[src/rtl/dff_pipe_if.sv]
// Handshake bundle for dff_pipe: producer side (in_*), consumer side (out_*) and occupancy count.
// The pipeline uses the slave modport; the environment driving it uses the master modport.
interface dff_pipe_if #(
  parameter int WIDTH = 8,
  parameter int DEPTH = 4
);
  localparam int CW = $clog2(DEPTH + 1);

  logic             in_valid;
  logic             in_ready;
  logic [WIDTH-1:0] in_data;
  logic             out_valid;
  logic             out_ready;
  logic [WIDTH-1:0] out_data;
  logic [CW-1:0]    count;

  modport master (
    output in_valid, in_data, out_ready,
    input  in_ready, out_valid, out_data, count
  );

  modport slave (
    input  in_valid, in_data, out_ready,
    output in_ready, out_valid, out_data, count
  );
endinterface

[src/rtl/dff_pipe.sv]
// dff_pipe: DEPTH-stage elastic register pipeline with per-stage valid bits and bubble collapse.
// Defining DFF_PIPE_FLUSH_EN adds a synchronous flush port that clears all valid bits.
module dff_pipe #(
  parameter int               WIDTH     = 8,
  parameter int               DEPTH     = 4,
  parameter logic [WIDTH-1:0] RESET_VAL = '0
) (
  input  logic      clk,
  input  logic      reset,
`ifdef DFF_PIPE_FLUSH_EN
  input  logic      flush,
`endif
  dff_pipe_if.slave bus
);
  localparam int CW = $clog2(DEPTH + 1);

  logic [DEPTH-1:0] v;
  logic [WIDTH-1:0] d [DEPTH];
  logic [CW-1:0]    cnt;
  logic [DEPTH-1:0] rdy;
  logic [DEPTH-1:0] up_v;
  logic [WIDTH-1:0] up_d [DEPTH];
  logic [DEPTH-1:0] v_next;

  function automatic logic [CW-1:0] popcount(input logic [DEPTH-1:0] vec);
    logic [CW-1:0] n;
    n = '0;
    for (int i = 0; i < DEPTH; i++) begin
      n = n + CW'(vec[i]);
    end
    return n;
  endfunction

  // Ready ripples back from the consumer; an empty stage is always ready.
  always_comb begin
    logic chain;
    chain = bus.out_ready;
    rdy   = '0;
    for (int i = DEPTH - 1; i >= 0; i--) begin
      chain  = ~v[i] | chain;
      rdy[i] = chain;
    end
  end

  // Upstream view of each stage and the resulting next valid vector.
  always_comb begin
    up_v[0] = bus.in_valid;
    up_d[0] = bus.in_data;
    for (int i = 1; i < DEPTH; i++) begin
      up_v[i] = v[i-1];
      up_d[i] = d[i-1];
    end
    for (int i = 0; i < DEPTH; i++) begin
      if (rdy[i]) begin
        v_next[i] = up_v[i];
      end else begin
        v_next[i] = v[i];
      end
    end
  end

  // Stage registers and occupancy count; data only moves when a valid item arrives.
  always_ff @(posedge clk) begin
    if (reset) begin
      v   <= '0;
      cnt <= '0;
      for (int i = 0; i < DEPTH; i++) begin
        d[i] <= RESET_VAL;
      end
    end
`ifdef DFF_PIPE_FLUSH_EN
    else if (flush) begin
      v   <= '0;
      cnt <= '0;
    end
`endif
    else begin
      v   <= v_next;
      cnt <= popcount(v_next);
      for (int i = 0; i < DEPTH; i++) begin
        if (rdy[i] && up_v[i]) begin
          d[i] <= up_d[i];
        end
      end
    end
  end

`ifdef DFF_PIPE_FLUSH_EN
  assign bus.in_ready  = rdy[0] & ~flush;
`else
  assign bus.in_ready  = rdy[0];
`endif
  assign bus.out_valid = v[DEPTH-1];
  assign bus.out_data  = d[DEPTH-1];
  assign bus.count     = cnt;
endmodule

[src/flat_wrapper.sv]
// flat-port wrapper written by rule: the top's interface ports become plain ports
module dff_pipe_flat 
#(
  parameter int               WIDTH     = 8,
  parameter int               DEPTH     = 4,
  parameter logic [WIDTH-1:0] RESET_VAL = '0
)
  (clk, reset, bus_in_valid, bus_in_data, bus_out_ready, bus_in_ready, bus_out_valid, bus_out_data, bus_count);
  dff_pipe_if #(.WIDTH(WIDTH), .DEPTH(DEPTH)) bus_i ();
  input  logic clk;
  input  logic reset;
  input wire logic [$bits(bus_i.in_valid)-1:0] bus_in_valid;
  input wire logic [$bits(bus_i.in_data)-1:0] bus_in_data;
  input wire logic [$bits(bus_i.out_ready)-1:0] bus_out_ready;
  output wire logic [$bits(bus_i.in_ready)-1:0] bus_in_ready;
  output wire logic [$bits(bus_i.out_valid)-1:0] bus_out_valid;
  output wire logic [$bits(bus_i.out_data)-1:0] bus_out_data;
  output wire logic [$bits(bus_i.count)-1:0] bus_count;
  assign bus_i.in_valid = bus_in_valid;
  assign bus_i.in_data = bus_in_data;
  assign bus_i.out_ready = bus_out_ready;
  assign bus_in_ready = bus_i.in_ready;
  assign bus_out_valid = bus_i.out_valid;
  assign bus_out_data = bus_i.out_data;
  assign bus_count = bus_i.count;
  dff_pipe #(.WIDTH(WIDTH), .DEPTH(DEPTH), .RESET_VAL(RESET_VAL)) u_core (.clk(clk), .reset(reset), .bus(bus_i));
endmodule
[config.mk]
export PLATFORM = sky130hd
export DESIGN_NAME = dff_pipe_flat
export DESIGN_NICKNAME = d
export VERILOG_FILES = /design/src/rtl/dff_pipe_if.sv /design/src/rtl/dff_pipe.sv /design/src/flat_wrapper.sv
export SDC_FILE = /design/constraint.sdc
export NUM_CORES = 1
export LEC_CHECK = 0
export ABC_AREA = 1
export CORE_UTILIZATION = 30
export DETAILED_ROUTE_END_ITERATION = 7
export HOLD_SLACK_MARGIN = 0.05
export PLACE_DENSITY_LB_ADDON = 0.15
export SYNTH_ARGS = -nofsm -noshare
export SYNTH_HDL_FRONTEND = slang
export SYNTH_SLANG_ARGS = --single-unit
[constraint.sdc]
create_clock -name clk -period 2.8 [get_ports clk]
set_input_delay 0.56 -clock clk [delete_from_list [all_inputs] [get_ports clk]]
set_output_delay 0.56 -clock clk [all_outputs]
set_load 0.03 [all_outputs]
**Word level (Yosys, flattened, before mapping)**

Memory sizes are Yosys's and may differ from the RTL's.
Index checks and enable logic that the tools add are counted.

- Register bits: 7
- Latch bits: 0
- Bits in writable memories: 32
- ROM bits: 0
- Input bits: 12
- Logic and storage cells: 44
- Memories kept: 1

- Add/subtract/negate cells: 3
- Multipliers: 0
- Divide/modulo/power cells: 0
- Order comparisons: 0
- Eq/ne operators: 0
- Shifts and indexed selects: 0
- Mux-type cells: 22
- Bitwise gates (word level): 12
- Reductions and logical operators: 4

Memories:

| name | words | width | rd ports | clocked after memory_dff | write ports | line | text |
|---|---|---|---|---|---|---|---|
| u_core.d | 4 | 8 | 4 | 0 | 4 | dff_pipe.sv:18 | `logic [WIDTH-1:0] d [DEPTH];` |

Operator list:

| kind | number |
|---|---|
| $mux 8 | 4 |
| $mux 1 | 18 |
| $or 1x1->1 | 8 |
| $add 3x1->3 | 2 |
| $logic_and 1x1->1 | 4 |
| $not 1->1 | 4 |
| $add 1x1->2 | 1 |

**Logic depth before layout (Yosys ltp)**

- Depth after elaboration: 10
- Mapped depth: 9

**Worst setup path before layout**

Ideal clock, no wire load.

- Path kind: register -> register
- From: register u_core.v[3]
- To: register u_core.cnt[1] (netlist: u_core.bus.count[1])
- Data arrival time: 2.124 ns
- Required time: 2.684 ns
- Path slack: 0.560 ns
- Stages on the path, launching flop included: 10
- Path buffers: 0
- Clock period less this slack: 2.240 ns
- Cell sequence: dfxtp_1 -> inv_1 -> nor2_4 -> nand4_2 -> nand2_1 -> ha_1 -> fa_1 -> ha_1 -> inv_1 -> nor2_1

- Word-level cells in the longest chain between the ends: 9
- Elaborated cells on any way between the ends: 12

Ends and longest elaborated chain:

| element | line | text |
|---|---|---|
| start, declared | dff_pipe.sv:17 | `logic [DEPTH-1:0] v;` |
| start signal, assigned | dff_pipe.sv:78 | `v <= v_next;` |
| $not 1->1 | dff_pipe.sv:40 | `chain = ~v[i] \| chain;` |
| $or 1x1->1 (4 in a row) | dff_pipe.sv:40 |  |
| net bus_in_ready | flat_wrapper.sv:15 | `output wire logic [$bits(bus_i.in_ready)-1:0] bus_in_ready;` |
| $mux 1 | dff_pipe.sv:54 | `if (rdy[i]) begin` |
| net u_core.v_next[0] | dff_pipe.sv:23 | `logic [DEPTH-1:0] v_next;` |
| $add 1x1->2 | dff_pipe.sv:29 | `n = n + CW'(vec[i]);` |
| $add 3x1->3 (2 in a row) | dff_pipe.sv:29 |  |
| end signal, assigned | dff_pipe.sv:79 | `cnt <= popcount(v_next);` |
| end, declared | dff_pipe.sv:19 | `logic [CW-1:0] cnt;` |

The timed path passes the listed nets, and every way through them passes these cells.
A chain may end at the register's enable or synchronous reset.

**Final worst setup path**

- From: input port bus_out_ready
- To: output port bus_in_ready

- Word-level cells in the longest chain between the ends: 4

Ends and longest elaborated chain:

| element | line | text |
|---|---|---|
| start, declared | flat_wrapper.sv:14 | `input wire logic [$bits(bus_i.out_ready)-1:0] bus_out_ready;` |
| $or 1x1->1 (4 in a row) | dff_pipe.sv:40 |  |
| end, declared | flat_wrapper.sv:15 |  |

No other way between the ends.

==> results.json <==
{
  "outcome": "completed",
  "synth_area_leader_cell": "edfxtp_1",
  "via_count": 906,
  "slowest_stage": "clkdlybuf4s50_1",
  "synthesis.instances": 143,
  "drt_iter0_markers": 26,
  "final_layout_size_suffix_gt1_frac": 0.0751,
  "cp-start-kind": "input port",
  "rsz0062_at_grt": "no",
  "clock.fmax_mhz": 393,
  "track_usage": 0.0880,
  "slew_headroom": 0.322,
  "antenna_found_initial": 0,
  "via_per_inst": 3.73,
  "hold_path.class": "register to register",
  "cts_buffer_depth": 2,
  "cts.sinks": 39,
  "power.density_nw_per_um2": 557,
  "nFillCells": 515,
  "hpwl_um": 1500,
  "core_area_um2": 5070,
  "path_clk_slew_ns": 0.07,
  "area_growth_pct": 25.4,
  "worst-path-max-fanout": 5,
  "io_buffers": 24,
  "grt_pass1_vias": 809,
  "cp_top_family": "buffers and inverters",
  "cp_cell_sequence": "clkdlybuf4s50_1, nor2_4, nand4_2, clkdlybuf4s50_1",
  "cts_setup_buffers": 0,
  "die_x_um": 74.5,
  "cts_tree": "built",
  "grt_pass1_wl_um": 3530,
  "syn_avg_cell_area_um2": 11.0,
  "crit_path_frequent_cell": "clkdlybuf4s50_1",
  "cts_made_buffers": 5,
  "cp.required_ns": 2.24,
  "final_cell_area_um2": 1980,
  "setup_tns_ns": 0,
  "antennaDiodeCount": 0,
  "io_pins": 25,
  "p_leak_nw": 0.825,
  "syn-num-nets": 158,
  "fin_nets": 188,
  "grt_max_degree": 12,
  "ys_seq_elements": 39,
  "initial_core_util": 0.310,
  "cts_hold_buf": 0,
  "synth.top_cell.area_share": 0.610,
  "fin_skew_ns": 0.00303,
  "place_congestion": 0.766,
  "cts-root-buf": "clkbuf_8",
  "crit_type": "input port to output pin",
  "cp_slowest_stage_delay_ns": 0.64,
  "syn_area_um2": 1580,
  "ys_warn_count": 0,
  "rows": 26,
  "cts-htree-levels": 2,
  "cts_resized": 0,
  "synth_area_leaders": "edfxtp_1 61%, inv_1 9.8%, dfxtp_1 8.9%",
  "critPathBufInv": 2,
  "drv_cap": 0,
  "insertion_delay_ns": 0.28,
  "overflow": 0,
  "drc": 0,
  "max-vdd-ir-drop_mv": 0.191,
  "ys_seq_area_frac": 0.699,
  "finalHoldViolations": 0,
  "dr.pass1.iters": 4,
  "routedWlPerCell_um": 8.20,
  "arrival_ns": 1.99,
  "ant_nets": 0,
  "setup-violations-final": 0,
  "slew_violations": 0,
  "period_minus_slack_ns": 2.55,
  "routed_wl_um": 1990,
  "fin_crit_sh": 0.909,
  "end_kind": "output pin",
  "dieArea_um2": 5540,
  "yosysUniqueCellTypes": 15,
  "worst_pin_slew_ns": 1.01,
  "die_height_um": 74.5,
  "place_area_um2": 1900
}
==> logic make-up after synthesis <==
group / share of synthesized area
AND/OR/NAND/NOR: 0.153
buffers and inverters: 0.103
flip-flops: 0.699
AO/OA/AOI/OAI: 0.0159
adder cells (fa/ha/maj): 0.0286
==> tightest hold or removal path, delay by kind of cell, from the launching register on <==
family / cells / cell delay, ns
buf+inv: 1 / 0.04
flops: 1 / 0.32
simple gates: 1 / 0.08
==> layout by cell type, fill, tap and decap left out <==
cell | netlist | final
inv_1 | 41 | 41
nor2_1 | 35 | 35
edfxtp_1 | 32 | 32
clkdlybuf4s50_1 | 0 | 24
nand2_1 | 11 | 11
dfxtp_1 | 7 | 7
clkbuf_8 | 0 | 5
nand3_2 | 4 | 4
a21oi_1 | 4 | 4
ha_1 | 2 | 2
nor2_4 | 1 | 1
nand3_1 | 1 | 1
nand4_2 | 1 | 1
inv_2 | 1 | 1
o21ai_0 | 1 | 1
fa_1 | 1 | 1
clkinv_2 | 0 | 1
clkinv_1 | 0 | 1
==> layer usage <==
metal  up-vias  global-route usage  wire [µm]
met3         2              0.0447        111
met5         -                   0          0
met4         0              0.0440         17
li1        490                   -          -
met2        24               0.146       1020
met1       390              0.0919        838
==> cell type report <==
class / count / area, µm² / share of cell area
clock buffers: 5 / 68.8 / 0.0348
multi-input cells: 61 / 312 / 0.158
flip-flops and latches: 39 / 1100 / 0.557
inverters: 42 / 158 / 0.0798
well taps: 70 / 87.6 / 0.0443
clock inverters: 2 / 8.76 / 0.00443
repair buffers: 24 / 240 / 0.122
==> synth_stat cells <==
cell / number
inv_1: 41
nor2_1: 35
edfxtp_1: 32
nand2_1: 11
dfxtp_1: 7
a21oi_1: 4
nand3_2: 4
ha_1: 2
buf_2: 1
fa_1: 1
inv_2: 1
nand3_1: 1
nand4_2: 1
nor2_4: 1
o21ai_0: 1
==> final timing paths <==
kind	cells after the start	start	endpoint	slack, ns
max	4	bus_out_ready	bus_in_ready	0.25
min	2	u_core.d[2][1]	u_core.d[3][1]	0.55
max reg2reg	9	u_core.v[3]	u_core.bus.count[1]	0.86
min reg2reg	2	u_core.d[2][1]	u_core.d[3][1]	0.55
==> registers in the layout (all words and copies together), names as in the netlist <==
register	cells
u_core.v	4
u_core.bus.count	3
u_core.d	32
==> report_power, final <==
part / total, mW / leakage (nW) / internal (mW) / switching, mW
registers: 0.669 / 0.398 / 0.659 / 0.00935
logic: 0.0963 / 0.385 / 0.0401 / 0.0562
clock network: 0.336 / 0.0414 / 0.165 / 0.170
==> metrics by stage <==
stage / utilization / worst slack, ns / hold WS, ns / std cells / total power [mW]
2_1_floorplan: - / 0.560 / 0.499 / 143 / 0.737
3_3_place_gp: 0.374 / 0.244 / 0.516 / 236 / 0.777
3_5_place_dp: 0.374 / 0.179 / 0.533 / 236 / 0.779
4_1_cts: 0.389 / 0.232 / 0.551 / 243 / 1.12
5_1_grt: 0.389 / 0.188 / 0.567 / 243 / 1.15
6_report: 0.389 / 0.254 / 0.547 / 243 / 1.10
No activity file was read; power rests on OpenSTA's default activity.
